`src/rtl/pipe_stage_reg.sv`:
```
// Parametrised inter-stage pipeline register with valid bit, stall/flush, occupancy.
// Ports: clk, reset, data_in, valid_in, stall, flush -> data_out, valid_out, nop, occupancy
// Optional PIPE_STAGE_PERF_EN adds bubble_cnt[31:0] and flush_cnt[15:0].
module pipe_stage_reg #(
  parameter int unsigned      WIDTH      = 32,
  parameter int unsigned      STAGES     = 1,
  parameter logic [WIDTH-1:0] BUBBLE_VAL = '0,
  parameter bit               STALL_MODE = 1'b0
) (
  input  logic                         clk,
  input  logic                         reset,
  input  logic [WIDTH-1:0]             data_in,
  input  logic                         valid_in,
  input  logic                         stall,
  input  logic                         flush,
  output logic [WIDTH-1:0]             data_out,
  output logic                         valid_out,
  output logic                         nop,
`ifdef PIPE_STAGE_PERF_EN
  output logic [$clog2(STAGES+1)-1:0]  occupancy,
  output logic [31:0]                  bubble_cnt,
  output logic [15:0]                  flush_cnt
`else
  output logic [$clog2(STAGES+1)-1:0]  occupancy
`endif
);

  localparam int unsigned OW = $clog2(STAGES+1);

  logic [WIDTH-1:0]  data_q [STAGES];
  logic [WIDTH-1:0]  data_n [STAGES];
  logic [STAGES-1:0] vld_q;
  logic [STAGES-1:0] vld_n;
  logic [OW-1:0]     occ_q;
  logic [OW-1:0]     occ_n;
  logic              nop_q;
  logic              hold;
  logic              take;

  assign hold = stall && (STALL_MODE == 1'b0);
  assign take = valid_in && !stall;

  always_comb begin
    data_n = data_q;
    vld_n  = vld_q;
    if (flush) begin
      for (int i = 0; i < STAGES; i++) begin
        data_n[i] = BUBBLE_VAL;
      end
      vld_n = '0;
    end else if (!hold) begin
      // Bubble-mode stall lands here with take=0: slot 0 gets a bubble.
      data_n[0] = take ? data_in : BUBBLE_VAL;
      vld_n[0]  = take;
      for (int i = 1; i < STAGES; i++) begin
        data_n[i] = data_q[i-1];
        vld_n[i]  = vld_q[i-1];
      end
    end
  end

  always_comb begin
    occ_n = '0;
    for (int i = 0; i < STAGES; i++) begin
      occ_n = occ_n + OW'(vld_n[i]);
    end
  end

  always_ff @(posedge clk) begin
    if (reset) begin
      for (int i = 0; i < STAGES; i++) begin
        data_q[i] <= BUBBLE_VAL;
      end
      vld_q <= '0;
      occ_q <= '0;
      nop_q <= 1'b1;
    end else begin
      data_q <= data_n;
      vld_q  <= vld_n;
      occ_q  <= occ_n;
      nop_q  <= ~vld_n[STAGES-1];
    end
  end

  assign data_out  = data_q[STAGES-1];
  assign valid_out = vld_q[STAGES-1];
  assign nop       = nop_q;
  assign occupancy = occ_q;

`ifdef PIPE_STAGE_PERF_EN
  always_ff @(posedge clk) begin
    if (reset) begin
      bubble_cnt <= '0;
      flush_cnt  <= '0;
    end else begin
      if (!valid_out && bubble_cnt != 32'hFFFF_FFFF) begin
        bubble_cnt <= bubble_cnt + 32'd1;
      end
      if (flush && flush_cnt != 16'hFFFF) begin
        flush_cnt <= flush_cnt + 16'd1;
      end
    end
  end
`endif

endmodule

```
`config.mk`:
```
export PLATFORM = sky130hd
export DESIGN_NAME = pipe_stage_reg
export DESIGN_NICKNAME = d
export VERILOG_FILES = /design/src/rtl/pipe_stage_reg.sv
export SDC_FILE = /design/constraint.sdc
export NUM_CORES = 1
export LEC_CHECK = 0
export CAP_MARGIN = 20
export CORE_ASPECT_RATIO = 2
export CORE_MARGIN = 1.5
export CORE_UTILIZATION = 44
export CTS_BUF_LIST = sky130_fd_sc_hd__clkbuf_8
export DETAILED_ROUTE_END_ITERATION = 6
export GPL_TIMING_DRIVEN = 1
export PLACE_DENSITY_LB_ADDON = 0.15
export RECOVER_POWER = 25
export SLEW_MARGIN = 20
export SYNTH_ARGS = -nofsm -noshare
export SYNTH_HDL_FRONTEND = slang
export SYNTH_SLANG_ARGS = --single-unit
```
`constraint.sdc`:
```
create_clock -name clk -period 1.2 [get_ports clk]
set_input_delay 0.12 -clock clk [delete_from_list [all_inputs] [get_ports clk]]
set_output_delay 0.12 -clock clk [all_outputs]
set_load 0.05 [all_outputs]
```
Yosys cells after proc, flatten, opt, wreduce, memory -nomap -nowiden --
Index checks and enable logic that the tools add are counted.
Storage, ports and cells: input port bits 37, RAM bits 0, bits in latches 0, memories 0, logic and storage cells 10, memory bits (read-only) 0, register bits after elaboration 34
Operators by class: shifts and indexed selects 0, mux-type cells 3, multipliers 0, bitwise gates (word level) 1, reductions and logical operators 3, div/mod/pow operators 0, eq/ne operators 0, $add $sub $neg 0, $lt $le $gt $ge 0
Operator list (count):
- 32-bit 2-to-1 mux | 1
- 1-bit 2-to-1 mux | 2
- 2-bit OR reduction | 1
- 1-bit logical AND | 1
- 1-bit logical NOT | 1
- 1-bit inverter | 1

Longest topological paths before layout --
Gate-level depths: netlist of run 1.
depth after elaboration 5, gate-level depth with buffers 4

Least setup slack after synthesis of run 1 --
No wires, ideal clock.
path kind register -> register, start point register, netlist name occupancy, end point register nop_q, in the netlist nop, stages on the path, launching flop included 3, path slack 0.122 ns, arrival 0.964 ns, cell sequence dfxtp_1 nand2_1 a21o_1
RTL lines:
- end signal, assigned | line 81 | nop_q <= ~vld_n[STAGES-1];
- end, declared | line 36 | logic nop_q;

Worst setup path after layout of run 1 --
start point input port flush, end point register occ_q, in the netlist occupancy
Between the ends: word-level cells in the longest chain between the ends 1
Ends and longest elaborated chain:
- start, declared | line 15 | input logic flush,
- 1-bit 2-to-1 mux | line 46 | if (flush) begin
- end signal, assigned | line 80 | occ_q <= occ_n;
- end, declared | line 34 | logic [OW-1:0] occ_q;
No other way between the ends. A chain may end at the register's enable or synchronous reset.

==> metrics.md, run 1 <==
| Metric | Value |
|---|---|
| Status | `finished, final reports clean` |
| Sw frac | `between 20% and 30%` |
| Via/cell ratio | `between 5 and 6` |
| Hold depth | `3` |
| CP Class | `in -> reg` |
| Worst ir drop on vdd | `approximately 1.0 mV` |
| CP max-delay cell | `clkdlybuf4s50_1` |
| Clk slew on worst S/H paths | `0.07 ns` |
| Row cnt | `29` |
| Post-CTS sizing | `0` |
| CP cell instances | `clkdlybuf4s50_1 > or2_2 > buf_2 > a21oi_1` |
| Worst-Margin Slew | `0.372 ns` |
| Post-route ant nets | `0` |
| Power Dens Cells | `1000 mW/mm^2` |
| Clock Tree Root | `clkbuf_8` |
| Syn Nets | `188` |
| Worst slack, placed | `-0.0723 ns` |
| Final hold slack | `0.175 ns` |
| Postcts setup bufs | `0` |
| Skew final | `around 0.0048 ns` |
| Most frequent cells in the layout | `35 x clkdlybuf4s50_1, 34 x dfxtp_1, 33 x nand2_1` |
| Core Footprint | `0.00319 mm^2` |
| Initial antenna violation count | `0` |
| Mapped Avg Cell Area | `around 9.7 um^2` |
| Die Ht | `approximately 85 um` |
| CTS Sinks | `34` |
| Seq/Total Area, Yosys | `between 40% and 50%` |
| Yosys reg bits | `34` |
| RD Place Congestion | `approximately 0.65` |
| Critical Path RT | `about 1.4 ns` |
| Clk_lat worst skew | `0.28 ns` |
| I/O pins | `between 70 and 80` |
| GRT overflow | `0` |
| Total Wirelength | `roughly 3700 um` |
| Share of cells above drive strength 1 | `approximately 36%` |
| Gate Count Post-Synth | `roughly 150` |
| Final Hold Viols | `0` |
| Distinct cell type count after synthesis | `13` |
| Max-cap violations | `0` |
| Worst Path Arrival | `1.28 ns` |
| Final worst path period share | `89.4%` |
| CTS Hold Bufs | `0` |
| P_sw | `around 630 uW` |
| Max-slew headroom | `between 70% and 80%` |
| Nets@finish | `between 200 and 300` |
| Drc violations | `0` |
| Routing usage on met3 | `a little under 5%` |
| # fillers | `between 200 and 250` |
| Logic pwr share | `between 15 and 20%` |
| RSZ-0062 raised after global routing | `false` |
| # placed instances | `roughly 250` |
| DP HPWL | `~2800 um` |
| Stages on worst setup path | `4` |
| Syn Std Cell Area | `~0.0015 mm^2` |
| Delay-heaviest family, CP | `buffers and inverters` |
| Clk buf depth | `2` |
| CP Capture Type | `flip-flop` |
| Reg2Reg Depth | `2` |
| Vias in the first global route | `approximately 1300` |
| DP Area | `between 0.002 and 0.003 mm^2` |
| CTS tree | `built` |
| Drt pass-1 iters | `4` |
| Critical path's largest stage delay | `around 0.4 ns` |
| CP bufs+invs | `2` |
| H-tree Lvls | `2` |
| N_diodes | `0` |
| Starting density of the core | `between 40% and 50%` |
| Final max-slew violation count | `0` |
| Via count | `between 1000 and 1500` |
| Crit-path max FO | `14` |
| Final instance area | `0.00246 mm^2` |
| Pwr Total | `2480 uW` |
| Cell internal pwr | `~1800 uW` |
| First-pass GRT wire length | `slightly below 6000 um` |
| Die width | `roughly 44 um` |
| Met1 Track Usage GR | `a little under a quarter` |
| Startpoint types | `input port` |
| Clock share of power | `roughly a third` |
| Peak Freq | `between 900 and 1000 MHz` |
| GR peak layer | `met2` |
| Min Tclk post-route | `about 1.1 ns` |
| Met2 usage | `between 30 and 40%` |
| DIE AREA | `~0.0037 mm^2` |
| Layout area overhead | `68.1%` |
| Largest net degree at the start of global routing | `40` |
| Clock buffer count from CTS | `5` |
| Final worst setup slack | `0.127 ns` |
| Most common cell after layout, fill and taps aside | `clkdlybuf4s50_1` |
| IO buf count | `71` |
| First DRT Iteration DRCs | `16` |
| Finish-stage setup viols | `0` |
| P_leak | `~0.00086 uW` |
| Global-route total usage across every layer | `a little over a fifth` |
| Yosys warns | `0` |
| Non-Filler Instances | `~250` |
| Reg power frac | `between 40% and 50%` |
| Post-DR wirelength/cell | `around 15 um` |
| Worst min-delay path class | `in -> reg` |
==> synthesized netlist by cell type <==
library cell	instances	share of area (%)
a21o_1	1	0.51
a21oi_1	3	1.0
a21oi_2	30	18
buf_2	5	1.7
buf_4	3	1.5
buf_6	6	4.6
clkbuf_1	1	0.26
clkbuf_2	1	0.34
dfxtp_1	34	46
nand2_1	33	8.4
nand2b_1	1	0.43
nand3b_1	32	16
or2_1	1	0.43
==> state kept, by name, indices dropped and copies added, names as in the netlist <==
signal,cells
data_out,32
nop,1
occupancy,1
==> per-layer routing <==
| metal | routed length [um] | share of wire, % |
|---|---|---|
| met5 | 0 | 0 |
| met1 | 1420 | 38 |
| met3 | 194 | 5.3 |
| met2 | 2050 | 55 |
| met4 | 36 | 0.97 |
==> power groups by stage <==
stage	logic [uW]	registers, uW	clock network [uW]
2_1_floorplan	160	1270	0
3_3_place_gp	475	1200	0
3_5_place_dp	482	1200	0
4_1_cts	484	1180	873
5_1_grt	477	1180	915
6_report	453	1170	847
==> worst paths after layout <==
check / startpoint / slack (ns) / endpoint
setup reg to reg: occupancy / 0.37 / nop
hold reg to reg: data_out[15] / 0.47 / data_out[15]
setup / recovery: flush / 0.13 / occupancy
hold / removal: stall / 0.18 / data_out[2]
==> stage by stage <==
step	setup TNS [ns]	utilization, %
global route	0	77.2
CTS	0	82.2
finish	0	77.2
global placement	-0.218	79.4
detailed placement	-1.17	79.4
floorplan	0	-
==> cell families (layout without fill, tap and decap cells) <==
| group | after synthesis | after routing | synth area share (%) |
|---|---|---|---|
| simple gates | 67 | 67 | 25.7 |
| compound gates | 34 | 34 | 19.5 |
| flops | 34 | 34 | 46.4 |
| buf+inv | 16 | 87 | 8.45 |
==> layout make-up <==
class | count | area [um^2] | area share (%)
clock inverters | 2 | 8.76 | 0.355
clock buffers | 6 | 82.6 | 3.35
flip-flops and latches | 34 | 681 | 27.6
well taps | 31 | 38.8 | 1.57
multi-input cells | 101 | 654 | 26.5
repair buffers | 79 | 1000 | 40.6
==> tightest hold or removal path: stages <==
cell	delay, ns
buf_2	0.15
nand2_1	0.08
a21oi_2	0.05
No activity file was read; power rests on OpenSTA's default activity.
==> run 2, diff against run 1 <==
CAP_MARGIN = 5   (was 20)
==> results of run 2 <==
Same layout as run 1: the final DEF is identical, and so are final timing and power.
